--- src/rtl/seven_seg_scanner_if.sv ---
// Display-side bundle of the seven-segment scanner: BCD digit input,
// scan controls and the registered active-low segment/anode drives.
interface seven_seg_scanner_if #(
    parameter int NUM_DIGITS = 4
);
    logic [4*NUM_DIGITS-1:0] digits;
    logic                    en;
    logic                    blank_lz;
    logic [6:0]              seg;
    logic [NUM_DIGITS-1:0]   an;

    modport master (
        output digits,
        output en,
        output blank_lz,
        input  seg,
        input  an
    );

    modport slave (
        input  digits,
        input  en,
        input  blank_lz,
        output seg,
        output an
    );
endinterface

--- src/rtl/seven_seg_scanner.sv ---
// Time-multiplexed common-anode seven-segment driver. A prescaler divides
// the clock into digit slots; each slot starts with one dark cycle so the
// previous digit's segments never ghost onto the next anode. Leading zeros
// can optionally be suppressed without changing the slot timing.
module seven_seg_scanner #(
    parameter int NUM_DIGITS  = 4,
    parameter int REFRESH_DIV = 100000
) (
    input  logic                 clk,
    input  logic                 rst,
    seven_seg_scanner_if.slave   bus
);

    localparam int CNT_W = (REFRESH_DIV > 1) ? $clog2(REFRESH_DIV) : 1;
    localparam int SEL_W = (NUM_DIGITS > 1) ? $clog2(NUM_DIGITS) : 1;
    localparam logic [CNT_W-1:0] CNT_LAST = CNT_W'(REFRESH_DIV - 1);
    localparam logic [SEL_W-1:0] SEL_LAST = SEL_W'(NUM_DIGITS - 1);

    logic [CNT_W-1:0]      cnt;
    logic [SEL_W-1:0]      sel;
    logic                  slot_end;
    logic [3:0]            digit_val [NUM_DIGITS];
    logic [NUM_DIGITS-1:0] blanked;
    logic [3:0]            cur_digit;
    logic                  cur_blank;
    logic [NUM_DIGITS-1:0] an_next;
    logic [6:0]            seg_next;

    // Active-low segment pattern (g..a); anything outside 0-9 shows a dash.
    function automatic logic [6:0] decode(input logic [3:0] value);
        logic [6:0] pattern;
        case (value)
            4'd0:    pattern = 7'b1000000;
            4'd1:    pattern = 7'b1111001;
            4'd2:    pattern = 7'b0100100;
            4'd3:    pattern = 7'b0110000;
            4'd4:    pattern = 7'b0011001;
            4'd5:    pattern = 7'b0010010;
            4'd6:    pattern = 7'b0000010;
            4'd7:    pattern = 7'b1111000;
            4'd8:    pattern = 7'b0000000;
            4'd9:    pattern = 7'b0010000;
            default: pattern = 7'b0111111;
        endcase
        return pattern;
    endfunction

    // The last enabled cycle of a slot produces the dark anti-ghosting cycle.
    assign slot_end = bus.en && (cnt == CNT_LAST);

    // Unpack the digits and mark leading zeros, scanning from the top digit down.
    always_comb begin
        logic upper_zero;
        upper_zero = 1'b1;
        blanked    = '0;
        for (int i = 0; i < NUM_DIGITS; i++) begin
            digit_val[i] = bus.digits[4*i +: 4];
        end
        for (int i = NUM_DIGITS - 1; i >= 0; i--) begin
            upper_zero = upper_zero && (digit_val[i] == 4'd0);
            if (i > 0) begin
                blanked[i] = bus.blank_lz && upper_zero;
            end
        end
    end

    // Select the current digit and form the next anode/segment drive.
    always_comb begin
        cur_digit = 4'd0;
        cur_blank = 1'b0;
        an_next   = '1;
        seg_next  = 7'b1111111;
        for (int i = 0; i < NUM_DIGITS; i++) begin
            if (SEL_W'(i) == sel) begin
                cur_digit = digit_val[i];
                cur_blank = blanked[i];
            end
        end
        if (!slot_end && !cur_blank) begin
            for (int i = 0; i < NUM_DIGITS; i++) begin
                an_next[i] = (SEL_W'(i) != sel);
            end
            seg_next = decode(cur_digit);
        end
    end

    // Prescaler and digit select; both freeze while scanning is disabled.
    always_ff @(posedge clk or posedge rst) begin
        if (rst) begin
            cnt <= '0;
            sel <= '0;
        end else if (bus.en) begin
            if (cnt == CNT_LAST) begin
                cnt <= '0;
                sel <= (sel == SEL_LAST) ? '0 : sel + 1'b1;
            end else begin
                cnt <= cnt + 1'b1;
            end
        end
    end

    // Registered display drive, dark while in reset.
    always_ff @(posedge clk or posedge rst) begin
        if (rst) begin
            bus.an  <= '1;
            bus.seg <= 7'b1111111;
        end else begin
            bus.an  <= an_next;
            bus.seg <= seg_next;
        end
    end

endmodule

--- src/flat_wrapper.sv ---
// flat-port wrapper written by rule: the top's interface ports become plain ports
module seven_seg_scanner_flat 
#(
    parameter int NUM_DIGITS  = 4,
    parameter int REFRESH_DIV = 100000
)
  (clk, rst, bus_digits, bus_en, bus_blank_lz, bus_seg, bus_an);
  seven_seg_scanner_if #(.NUM_DIGITS(NUM_DIGITS)) bus_i ();
  input  logic clk;
  input  logic rst;
  input wire logic [$bits(bus_i.digits)-1:0] bus_digits;
  input wire logic [$bits(bus_i.en)-1:0] bus_en;
  input wire logic [$bits(bus_i.blank_lz)-1:0] bus_blank_lz;
  output wire logic [$bits(bus_i.seg)-1:0] bus_seg;
  output wire logic [$bits(bus_i.an)-1:0] bus_an;
  assign bus_i.digits = bus_digits;
  assign bus_i.en = bus_en;
  assign bus_i.blank_lz = bus_blank_lz;
  assign bus_seg = bus_i.seg;
  assign bus_an = bus_i.an;
  seven_seg_scanner #(.NUM_DIGITS(NUM_DIGITS), .REFRESH_DIV(REFRESH_DIV)) u_core (.clk(clk), .rst(rst), .bus(bus_i));
endmodule
--- config.mk ---
export PLATFORM = sky130hd
export DESIGN_NAME = seven_seg_scanner_flat
export DESIGN_NICKNAME = d
export VERILOG_FILES = /design/src/rtl/seven_seg_scanner_if.sv /design/src/rtl/seven_seg_scanner.sv /design/src/flat_wrapper.sv
export SDC_FILE = /design/constraint.sdc
export NUM_CORES = 1
export LEC_CHECK = 0
export CAP_MARGIN = 25
export CORE_MARGIN = 2
export CORE_UTILIZATION = 43
export DETAILED_ROUTE_END_ITERATION = 7
export GPL_ROUTABILITY_DRIVEN = 0
export PLACE_DENSITY_LB_ADDON = 0.15
export SYNTH_ARGS = -nofsm -noshare
export SYNTH_HDL_FRONTEND = slang
export SYNTH_SLANG_ARGS = --single-unit
--- constraint.sdc ---
create_clock -name clk -period 7.3 [get_ports clk]
set_clock_uncertainty 0.15 [all_clocks]
set_input_delay 2.19 -clock clk [delete_from_list [all_inputs] [get_ports clk]]
set_output_delay 2.19 -clock clk [all_outputs]
set_load 0.02 [all_outputs]
==> flow_summary_export.csv <==
group,metric,value,unit
final_layout,fin_util,58.0,%
pwr,irDropWorstVdd,0.0000836,V
route,wl_per_cell,13.0,um
synth,synth-edff-count,0,
timing,setup-violations-final,0,
synth,yosys_warnings,0,
pwr,p_sw,0.000117,W
place,dp_slack,2.75,ns
final_layout,multi_input_comb_area,887,sq um
floorplan,initial_utilization,46.0,%
synth,synth_cell_type_count,43,
timing,period_needed,4.31,ns
clock_network,postCtsSetupRepairBufs,0,
floorplan,die_area,4530,sq um
clock_network,cts_buffer_depth,2,
clock_network,h-tree-depth,2,
grt,grt_use_met3,3.00,%
synth,yosys.area.top_type_share,27.6,%
timing,fin_tns_setup,0,ns
final_layout,layout_commonest_cell,"clkdlybuf4s50_1",
floorplan,core.rowCount,22,
timing,hold_viol_final,0,
floorplan,core_area,3740,sq um
final_layout,most-common-layout-cells,"clkdlybuf4s50_1 (30), dfrtp_1 (19), nor2_1 (13), nand2_1 (12)",
grt,grt_use_total,17.4,%
critical_path,crit_path_start_kind,"input pin",
critical_path,critPathKind,"input pin to flip-flop",
clock_network,cts_buffers,5,
critical_path,cp_max_fo,5,
grt,met1_usage,18.4,%
grt,grt_pass1_vias,1412,
synth,synth_nets,199,
floorplan,ios,31,
pwr,pwr-share-seq,50.4,%
synth,synth-main-ff-cell,"dfrtp_1",
synth,synthArstFlopShare,100,%
place,dp_hpwl,2520,um
timing,fmax,0.232,GHz
timing,grt_setup_unrepaired,"false",
route,vias_per_cell,5.32,
critical_path,endpoint_kind,"flip-flop",
synth,syn_inst,168,
final_layout,drive_gt1_share,12.8,%
synth,ys_seq_area_share,44.4,%
clock_network,clk_pin_slew,0.06,ns
synth,synth_area_leaders,"dfrtp_1 (28%), dfstp_2 (17%), ha_1 (8.0%)",
critical_path,worstPathRequired,7.36,ns
timing,tightest_slew,0.680,ns
final_layout,fin_nets,233,
route,drc,0,
clock_network,ctsHoldBuffers,0,
route,drt_first_pass_iters,4,
synth,syn-cell-area,1720,sq um
synth,yosys.area.top_type,"dfrtp_1",
pwr,power.density,196,nW/um^2
status,run_status,"completed",
route,routed-via-count,1335,
final_layout,fin_area,2170,sq um
synth,yosys_register_bits,30,
final_layout,n_fill_cell,349,
timing,layout_setup_ws,2.99,ns
place,portBuffers,30,
route,drt_iter0_markers,84,
grt,antenna_found_initial,0,
place,dpl_cell_area,2080,sq um
pwr,p_int,0.000308,W
pwr,p_clk_share,31.2,%
grt,grt_pass1_wl,5920,um
clock_network,cts_tree,"built",
grt,grt_max_degree,18,
timing,drv_slew,0,
pwr,combPwrFrac,18.4,%
floorplan,dieHeight,67.3,um
flow_run,drv_cap,0,
critical_path,critPathMaxStageDelay,0.63,ns
critical_path,arrival,4.37,ns
timing,min_period_over_period,59.1,%
grt,overflow,0,
route,drt-total-wl,3250,um
synth,avgSynthCellArea,10.2,sq um
floorplan,chipWidth,67.3,um
grt,top_usage_layer,"met2",
clock_network,clk_latency,0.28,ns
clock_network,cts_root_buf,"clkbuf_8",
critical_path,path_cells,"clkdlybuf4s50_1, a211oi_1, a211oi_1, inv_1, ha_1, nand2_1, or3b_1, nand2_1",
pwr,sw_frac_of_total,27.5,%
critical_path,crit_path_top_delay_cell,"a211oi_1",
route,ant_nets,0,
clock_network,cts.sinks,30,
clock_network,cts_resized,0,
final_layout,antenna_cells,0,
pwr,p_leak,0.925,nW
min_path,min_path_type,"flip-flop to flip-flop",
timing,slew_headroom,54.4,%
final_layout,synthToLayoutAreaGrowth,26.1,%
grt,grt_use_met2,31.2,%
final_layout,ff_latch_area,764,sq um
## layout make-up
type / instances / share of cell area (%)
Timing Repair Buffer: 31 / 15.1
Multi-Input combinational cell: 123 / 40.9
Tap cell: 48 / 2.77
Sequential cell: 30 / 35.2
Inverter: 11 / 1.90
Clock buffer: 8 / 4.15
## logic make-up after synthesis
logic type	share of synthesized area, %
compound gates	11.6
xor+xnor	6.10
fa+ha+maj	7.99
buf+inv	4.07
flops	44.4
mux	3.56
simple gates	22.3
## critical path, delay by kind of cell
family          cells  cell delay (ns)
buf+inv             2             0.67
compound gates      2             0.70
fa+ha+maj           1             0.33
simple gates        3             0.49
## metal layers
layer,vias up,share of wire (%)
met4,0,3.2
met5,-,0
met1,623,41
li1,661,-
met3,9,4.3
met2,42,51
## path summary, 6_finish.rpt
check                               start  slack [ns]                 to  depth (start not counted)
min in group asynchronous             rst        2.11      u_core.sel[1]                          2
setup reg to reg            u_core.sel[0]        4.37  u_core.bus.seg[3]                          8
hold / removal             u_core.cnt[14]        0.34     u_core.cnt[14]                          1
setup / recovery            bus_digits[5]        2.99  u_core.bus.seg[3]                          8
max in group asynchronous             rst        4.41      u_core.cnt[6]                          3
hold reg to reg            u_core.cnt[14]        0.34     u_core.cnt[14]                          1
## state kept, by name, summed over array words and instances, names as in the netlist
register	flops
u_core.cnt	17
u_core.bus.seg	7
u_core.bus.an	4
u_core.sel	2
## synthesized netlist by cell type (2+ instances only)
| cell | count |
|---|---|
| nor2_1 | 13 |
| mux2_4 | 2 |
| dfstp_2 | 11 |
| a221oi_1 | 2 |
| mux2i_1 | 2 |
| nor4_1 | 3 |
| nand2_1 | 12 |
| a21oi_1 | 3 |
| nand2b_1 | 3 |
| nand3_1 | 11 |
| nor2b_1 | 2 |
| nand4_1 | 3 |
| or4b_1 | 2 |
| xor2_1 | 4 |
| xnor2_1 | 8 |
| and3_1 | 5 |
| inv_1 | 11 |
| dfrtp_1 | 19 |
| o21ai_0 | 8 |
| nand3b_1 | 5 |
| a211oi_2 | 2 |
| a21boi_0 | 2 |
| ha_1 | 11 |
| buf_2 | 2 |
| nor3b_1 | 2 |
| a211oi_1 | 3 |
## power groups by stage
stage	registers, W	clock network [W]	logic (W)
floorplan	0.000216	0	0.0000449
global placement	0.000215	0	0.0000734
detailed placement	0.000216	0	0.0000781
CTS	0.000214	0.000137	0.0000790
global route	0.000218	0.000146	0.0000904
finish	0.000214	0.000133	0.0000781
## stage by stage
stage	hold WS, ns	std cells	power, W
after global placement	0.322	242	0.000288
final	0.341	251	0.000425
after global routing	0.371	251	0.000454
after CTS	0.339	251	0.000430
after detailed placement	0.332	243	0.000294
after floorplan	0.298	168	0.000261
No activity file was read; power rests on OpenSTA's default activity.
